File: src/rtl/grid_click_locator.sv
// grid_click_locator: resolves a mouse press to the column/row of a regular
// grid of boxes. On a press edge the pointer position is captured, columns
// are scanned one per cycle, then rows, and a one-cycle clickValid pulse
// publishes BoxX/BoxY/hit.
module grid_click_locator #(
    parameter int COLS     = 8,
    parameter int ROWS     = 8,
    parameter int X_W      = 10,
    parameter int Y_W      = 9,
    parameter int X_ORIGIN = 16,
    parameter int X_PITCH  = 37,
    parameter int BOX_W    = 21,
    parameter int Y_ORIGIN = 7,
    parameter int Y_PITCH  = 28,
    parameter int BOX_H    = 21
) (
    input  logic                                           clk,
    input  logic                                           iReset,
    input  logic [X_W-1:0]                                 mouseX,
    input  logic [Y_W-1:0]                                 mouseY,
    input  logic                                           button,
    output logic [((COLS > 1) ? $clog2(COLS) : 1)-1:0]     BoxX,
    output logic [((ROWS > 1) ? $clog2(ROWS) : 1)-1:0]     BoxY,
    output logic                                           hit,
    output logic                                           clickValid,
    output logic                                           busy
);

    localparam int CXW    = (COLS > 1) ? $clog2(COLS) : 1;
    localparam int CYW    = (ROWS > 1) ? $clog2(ROWS) : 1;
    // Far edge of the last box; bounds must hold it and the X_W+1 compare width
    localparam int X_LAST = X_ORIGIN + (COLS - 1) * X_PITCH + BOX_W;
    localparam int Y_LAST = Y_ORIGIN + (ROWS - 1) * Y_PITCH + BOX_H;
    localparam int XBW    = ($clog2(X_LAST + 1) > X_W + 1) ? $clog2(X_LAST + 1) : X_W + 1;
    localparam int YBW    = ($clog2(Y_LAST + 1) > Y_W + 1) ? $clog2(Y_LAST + 1) : Y_W + 1;

    typedef enum logic [1:0] {IDLE, SCAN_X, SCAN_Y, DONE} state_t;

    state_t           state;
    state_t           state_next;
    logic             btn_prev;
    logic             press;
    logic [X_W-1:0]   cap_x;
    logic [Y_W-1:0]   cap_y;
    logic [CXW-1:0]   col;
    logic [CYW-1:0]   row;
    logic [XBW-1:0]   left;
    logic [YBW-1:0]   top;
    logic             x_hit;
    logic             x_match;
    logic             y_match;
    logic             col_last;
    logic             row_last;

    assign press    = button && !btn_prev;
    assign x_match  = (XBW'(cap_x) > left) && (XBW'(cap_x) < left + XBW'(BOX_W));
    assign y_match  = (YBW'(cap_y) > top)  && (YBW'(cap_y) < top + YBW'(BOX_H));
    assign col_last = (col == CXW'(COLS - 1));
    assign row_last = (row == CYW'(ROWS - 1));

    // State register
    always_ff @(posedge clk) begin
        if (!iReset) state <= IDLE;
        else         state <= state_next;
    end

    // Next-state: one column per cycle, then one row per cycle
    always_comb begin
        state_next = state;
        case (state)
            IDLE:    if (press) state_next = SCAN_X;
            SCAN_X:  if (x_match || col_last) state_next = SCAN_Y;
            SCAN_Y:  if (y_match || row_last) state_next = DONE;
            DONE:    state_next = IDLE;
            default: state_next = IDLE;
        endcase
    end

    // Status outputs decoded from the state
    always_comb begin
        busy       = (state != IDLE);
        clickValid = (state == DONE);
    end

    // Capture, scan counters/bounds and result registers
    always_ff @(posedge clk) begin
        if (!iReset) begin
            btn_prev <= 1'b0;
            cap_x    <= '0;
            cap_y    <= '0;
            col      <= '0;
            row      <= '0;
            left     <= '0;
            top      <= '0;
            x_hit    <= 1'b0;
            BoxX     <= '0;
            BoxY     <= '0;
            hit      <= 1'b0;
        end else begin
            btn_prev <= button;
            case (state)
                IDLE: begin
                    if (press) begin
                        cap_x <= mouseX;
                        cap_y <= mouseY;
                        col   <= '0;
                        left  <= XBW'(X_ORIGIN);
                    end
                end
                SCAN_X: begin
                    // col is left at the matched index and read back on entry to DONE
                    if (x_match || col_last) begin
                        x_hit <= x_match;
                        row   <= '0;
                        top   <= YBW'(Y_ORIGIN);
                    end else begin
                        col  <= col + CXW'(1);
                        left <= left + XBW'(X_PITCH);
                    end
                end
                SCAN_Y: begin
                    if (y_match || row_last) begin
                        hit  <= x_hit && y_match;
                        BoxX <= (x_hit && y_match) ? col : '0;
                        BoxY <= (x_hit && y_match) ? row : '0;
                    end else begin
                        row <= row + CYW'(1);
                        top <= top + YBW'(Y_PITCH);
                    end
                end
                default: ;
            endcase
        end
    end

endmodule

File: config.mk
export PLATFORM = sky130hd
export DESIGN_NAME = grid_click_locator
export DESIGN_NICKNAME = d
export VERILOG_FILES = /design/src/rtl/grid_click_locator.sv
export SDC_FILE = /design/constraint.sdc
export NUM_CORES = 1
export LEC_CHECK = 0
export ABC_AREA = 1
export BUFFER_PORTS_ARGS = -buffer_cell sky130_fd_sc_hd__buf_2
export CAP_MARGIN = 10
export CELL_PAD_IN_SITES_DETAIL_PLACEMENT = 1
export CELL_PAD_IN_SITES_GLOBAL_PLACEMENT = 2
export CORE_MARGIN = 4
export CORE_UTILIZATION = 38
export CTS_BUF_LIST = sky130_fd_sc_hd__clkbuf_8
export CTS_CLUSTER_DIAMETER = 40
export CTS_CLUSTER_SIZE = 24
export DETAILED_ROUTE_END_ITERATION = 6
export PLACE_DENSITY_LB_ADDON = 0.1
export SYNTH_ARGS = -nofsm -noshare
export SYNTH_HDL_FRONTEND = slang
export SYNTH_SLANG_ARGS = --single-unit
File: constraint.sdc
create_clock -name clk -period 3.8 [get_ports clk]
set_input_delay 0 -clock clk [delete_from_list [all_inputs] [get_ports clk]]
set_output_delay 0 -clock clk [all_outputs]
set_load 0.02 [all_outputs]
; Yosys cells after proc, flatten, opt, wreduce, memory -nomap -nowiden
; Cells that the tools add are included.
[word_totals]
regBits = 57
latchBits = 0
ram_bits = 0
rom_bits = 0
input_bits = 22
output_inout_bits = 9
wordCells = 67
mem_count = 0
[op_classes]
n_addsub = 6
multipliers = 0
n_div = 0
n_lt_le_gt_ge = 4
n_eq_ne = 10
n_shift = 0
n_mux = 18
bitwise_logic = 0
reduce_logical = 17
[ops]
columns = operator, n
row1 = two-way mux 11 bit, 2
row2 = case mux 11 bit (2 select lines), 1
row3 = adder 10 x 5 -> 10 bit (second input constant), 2
row4 = two-way mux 10 bit, 2
row5 = case mux 10 bit (2 select lines), 1
row6 = two-way mux 3 bit, 6
row7 = case mux 3 bit (2 select lines), 2
row8 = adder 11 x 5 -> 11 bit (second input constant), 1
row9 = adder 11 x 6 -> 11 bit (second input constant), 1
row10 = greater-than comparator 10 x 11 -> 1 bit, 1
row11 = < comparator 10 x 11 -> 1 bit, 1
row12 = greater-than comparator 9 x 10 -> 1 bit, 1
row13 = < comparator 9 x 10 -> 1 bit, 1
row14 = inequality test 2 bit (second input constant), 5
row15 = AND reduction 3 bit, 3
row16 = case mux 2 bit (4 select lines), 1
row17 = adder 3 x 1 -> 3 bit (second input constant), 2
row18 = == test 3 bit (second input constant), 2
row19 = two-way mux 2 bit, 3
row20 = AND reduction 2 bit, 3
row21 = nonzero test 2 bit, 3
row22 = == test 2 bit (second input constant), 2
row23 = logical AND 1 bit, 4
row24 = == test 2 x 1 -> 1 bit (second input constant), 1
row25 = 3 further kinds, 4

; Depth between registers and ports, before layout
[depth]
depth_word = 6
mapped_depth = 23
mapped_depth_nobuf = 22

; Least setup slack after synthesis
; OpenSTA, ideal clock, no wires.
[synth_path]
path_type = flip-flop to flip-flop
startpoint = register left[0]
endpoint = register left[3]
setup_ns = 0.128
arrival_time_ns = 2.404
required_ns = 3.672
slack_ns = 1.268
path_stages_with_launch = 23
n_path_buf = 1
path_cell_list = dfxtp_1 > ha_1 > o21ai_2 > or2_2 > and2_1 > ha_1 > nand2_1 > nand2_1 > a21oi_1 > nand2_1 > nand2_1 > nand2_1 > nand2_1 > nand2_1 > nand2_1 > nand2_2 > nand2_2 > nand2_4 > nand2_4 > buf_6 > nand2_1 > o21ai_1 > nor2_1
[synth_between]
elab_chain_cells = 6
elab_cells_between_ends = 10
[synth_lines]
columns = element, line_no
row1 = from (decl), 47  ; logic [XBW-1:0] left;
row2 = from (signal assigned), 107  ; left <= XBW'(X_ORIGIN);
row3 = from (signal assigned), 118  ; left <= left + XBW'(X_PITCH);
row4 = adder 11 x 5 -> 11 bit, 56  ; assign x_match = (XBW'(cap_x) > left) && (XBW'(cap_x) < left + XBW'(BOX_W));
row5 = < comparator 10 x 11 -> 1 bit, 56
row6 = logical AND 1 bit, 56
row7 = logical OR 1 bit, 112  ; if (x_match || col_last) begin
row8 = inequality test 2 bit (no line), -
row9 = AND reduction 3 bit (no line), -
; Several ways; a longest one is shown, not always the timed one. The select of a mux whose other input is x is not followed.
; A chain may end at the register's enable or synchronous reset.

; Worst setup path after layout
[layout_path]
startpoint = register left[0]
endpoint = register top[6]
[layout_between]
elab_chain_cells = 6
elab_cells_between_ends = 7
[layout_lines]
columns = element, line_no
row1 = adder 11 x 5 -> 11 bit, 56
row2 = < comparator 10 x 11 -> 1 bit, 56
row3 = logical AND 1 bit (*), 56
row4 = logical OR 1 bit (*), 112
row5 = inequality test 2 bit (no line) (*), -
row6 = AND reduction 3 bit (no line) (*), -
row7 = to (signal assigned), 115  ; top <= YBW'(Y_ORIGIN);
row8 = to (signal assigned), 128  ; top <= top + YBW'(Y_PITCH);
row9 = to (decl), 48  ; logic [YBW-1:0] top;
; Every way passes the cells marked *; elsewhere a longest branch is shown, timed or not.

==> qor.txt <==
Status - finished clean
FMAX - 329 MHz
First-pass GRT wire length - 17200 um
Unrepaired setup endpoints after global routing - no
Largest net degree at the start of global routing - 44
Placed cell areas - 4040 sq um
Drt pass-1 iters - 4
Max Cap Violations - 0
Maximum VDD drop - 0.251 mV
Crit Path Max Fanout - 14
Area of the core - 9770 sq um
Share of the synthesized area in the top cell type - 0.295
Hpwl dp - 7610 um
Sequential cell area fraction in the yosys report - 0.295
Die width - 108 um
Final Cell Area - 4330 sq um
CP endpoint - top[6]
Sinks on Clock Net - 56
Multi-input combinational cell area - 2310 sq um
Synthesis-to-finish area growth - 13.7%
CP required - 4.06 ns
Proportion of layout cells with a drive suffix above 1 - 0.108
Clk Tree Root Cell - clkbuf_8
Commonest cells in the netlist - nand2_1, inv_1, a21oi_1, dfxtp_1, ha_1
Fin Setup TNS - 0 ns
Clk buf depth - 2
Yosys reg bits - 56
Vias per inst - 4.91
Pleak - 2.05 nW
Worst Path Arrival - 3.31 ns
Hold Vio Cnt, Final - 0
Clk_lat worst skew - 0.32 ns
Max Slew Vio Count - 0
R2R Path End - top[6]
EDFF count, synth - 0
Worst r2r src - left[0]
Hold WC Path Type - primary input to flip-flop
Ys Warns - 0
Post-Route Skew - 0.0145 ns
CP Launch Point - left[0]
Rows - 36
Top-count cell post-synth - nand2_1
Nets - 655
Reg clk slew, reported paths - 0.12 ns
Die height - 108 um
Slew headroom - 0.487
DIE AREA - 11700 sq um
Setup repair bufs after CTS - 0
Cells after synthesis - 542
Pwr/cell area - 764 nW/um^2
Min Tclk post-route - 3.04 ns
Vias in the first global route - 3655
I/O Pins - 31
Syn Area/Cell - 7.02 sq um
Worst slew pin tran - 0.770 ns
Reg2reg setup slack - 0.76 ns
Async S/R FF share, synth - 0
Register area - 1120 sq um
Cell Area, Synth - 3810 sq um
Ant. Diodes - 0
Fin crit share - 0.801
Synth unique cells - 31
Worst reg2reg path depth - 20
Top cells by area, synth - dfxtp_1, ha_1, nand2_1, a21oi_1, inv_1
# DRC - 0
CP endpoint kind - flip-flop
Starting DRT DRC Count - 94
# fillers - 1283
Via count - 3513
Mapped Nets - 615
Total CTS buffers - 5
Startpoint types - flip-flop
# port buffers - 30
Final ANT Viol Nets - 0
Yosys top cell by area - dfxtp_1
Main synth FF type - dfxtp_1
Setup violations, final - 0
Per-cell routed wire length - 13.8 um
Antenna violations before repair - 0
WL final - 9860 um
CTS tree - yes
H-tree levels - 2
Total global-route track usage - 0.182
Initial Util - 0.389
Total grt overflow - 0
Final Wtd Congestion - 0.825
Critical path type - flip-flop to flip-flop
==> power breakdown <==
part | total (mW) | leakage (nW) | internal [mW] | switching, mW
clock network | 0.354 | 0.0452 | 0.135 | 0.219
registers | 0.935 | 0.460 | 0.759 | 0.176
logic | 2.02 | 1.55 | 0.697 | 1.32
total | 3.31 | 2.05 | 1.59 | 1.72
==> through the flow <==
step,worst slack [ns],cells,util,hold slack (ns),power [mW]
3_3_place_gp,0.836,688,0.413,0.214,2.90
4_1_cts,0.749,716,0.443,0.266,3.37
5_1_grt,0.452,716,0.443,0.309,3.72
3_5_place_dp,0.751,688,0.413,0.227,2.98
2_1_floorplan,1.27,542,-,0.0935,2.51
6_report,0.758,716,0.443,0.275,3.31
==> layout by cell type (no fill, tap or decap), types with 13 or more instances in the layout <==
cell type	Yosys	layout
ha_1	51	51
dfxtp_1	56	56
nand4_1	14	14
a21oi_1	67	67
nand3_1	33	33
inv_1	70	70
buf_2	4	30
nor2_1	45	45
nand2_1	106	106
xor2_1	13	13
dlygate4sd3_1	0	20
o21ai_0	27	27
==> per-layer routing <==
| layer | part of all wire | GRT usage |
|---|---|---|
| met5 | 0 | 0 |
| met2 | 0.52 | 0.337 |
| met4 | 0.012 | 0.0433 |
| met1 | 0.45 | 0.221 |
| met3 | 0.015 | 0.0233 |
==> worst min-delay path by stage <==
stage	from	end	slack (ns)	depth (start not counted)
floorplan	button	btn_prev	0.09	2
global placement	button	btn_prev	0.21	3
detailed placement	button	btn_prev	0.23	3
CTS	iReset	row[0]	0.27	3
global route	iReset	top[2]	0.31	3
finish	iReset	left[6]	0.28	3
==> kinds of logic (layout without fill, tap and decap cells) <==
family	Yosys count	in the layout	synth area share
flops	56	56	0.295
compound gates	104	104	0.139
simple gates	225	225	0.270
xor+xnor	13	13	0.0299
buf+inv	93	134	0.0989
fa+ha+maj	51	51	0.168
==> state kept, by name, summed over array words and instances (netlist names), 2 cells and up <==
| name | flops |
|---|---|
| top | 9 |
| cap_y | 9 |
| left | 11 |
| BoxY | 3 |
| cap_x | 10 |
| BoxX | 3 |
| state | 2 |
| col | 3 |
| row | 3 |
==> layout make-up <==
cell class,count,share of cell area
Clock inverter,3,0.00578
Timing Repair Buffer,51,0.0827
Tap cell,133,0.0384
Sequential cell,56,0.259
Multi-Input combinational cell,393,0.533
Clock buffer,5,0.0159
Inverter,75,0.0650
==> timing repair <==
| item | 4_1_cts | 5_1_grt |
|---|---|---|
| gates resized for setup | 0 | 0 |
| endpoints found under the setup margin | 0 | 0 |
| endpoints found under the hold margin | 20 | 0 |
| hold buffers | 20 | 0 |
==> worst max-delay path, stage by stage (launching register included) <==
cell,delay [ns]
dfxtp_1,0.44
ha_1,0.23
o21ai_2,0.07
or2_2,0.29
and2_1,0.18
ha_1,0.30
nand2_1,0.07
nand2_1,0.06
a21oi_1,0.12
nand2_1,0.07
nand2_1,0.05
nand2_1,0.04
nand2_1,0.06
nand2_1,0.05
nand2_1,0.08
nand2_2,0.07
nand3_2,0.24
nand3_2,0.28
nand2_1,0.12
nand2_1,0.05
nor2_1,0.11
No activity file was read; power rests on OpenSTA's default activity.
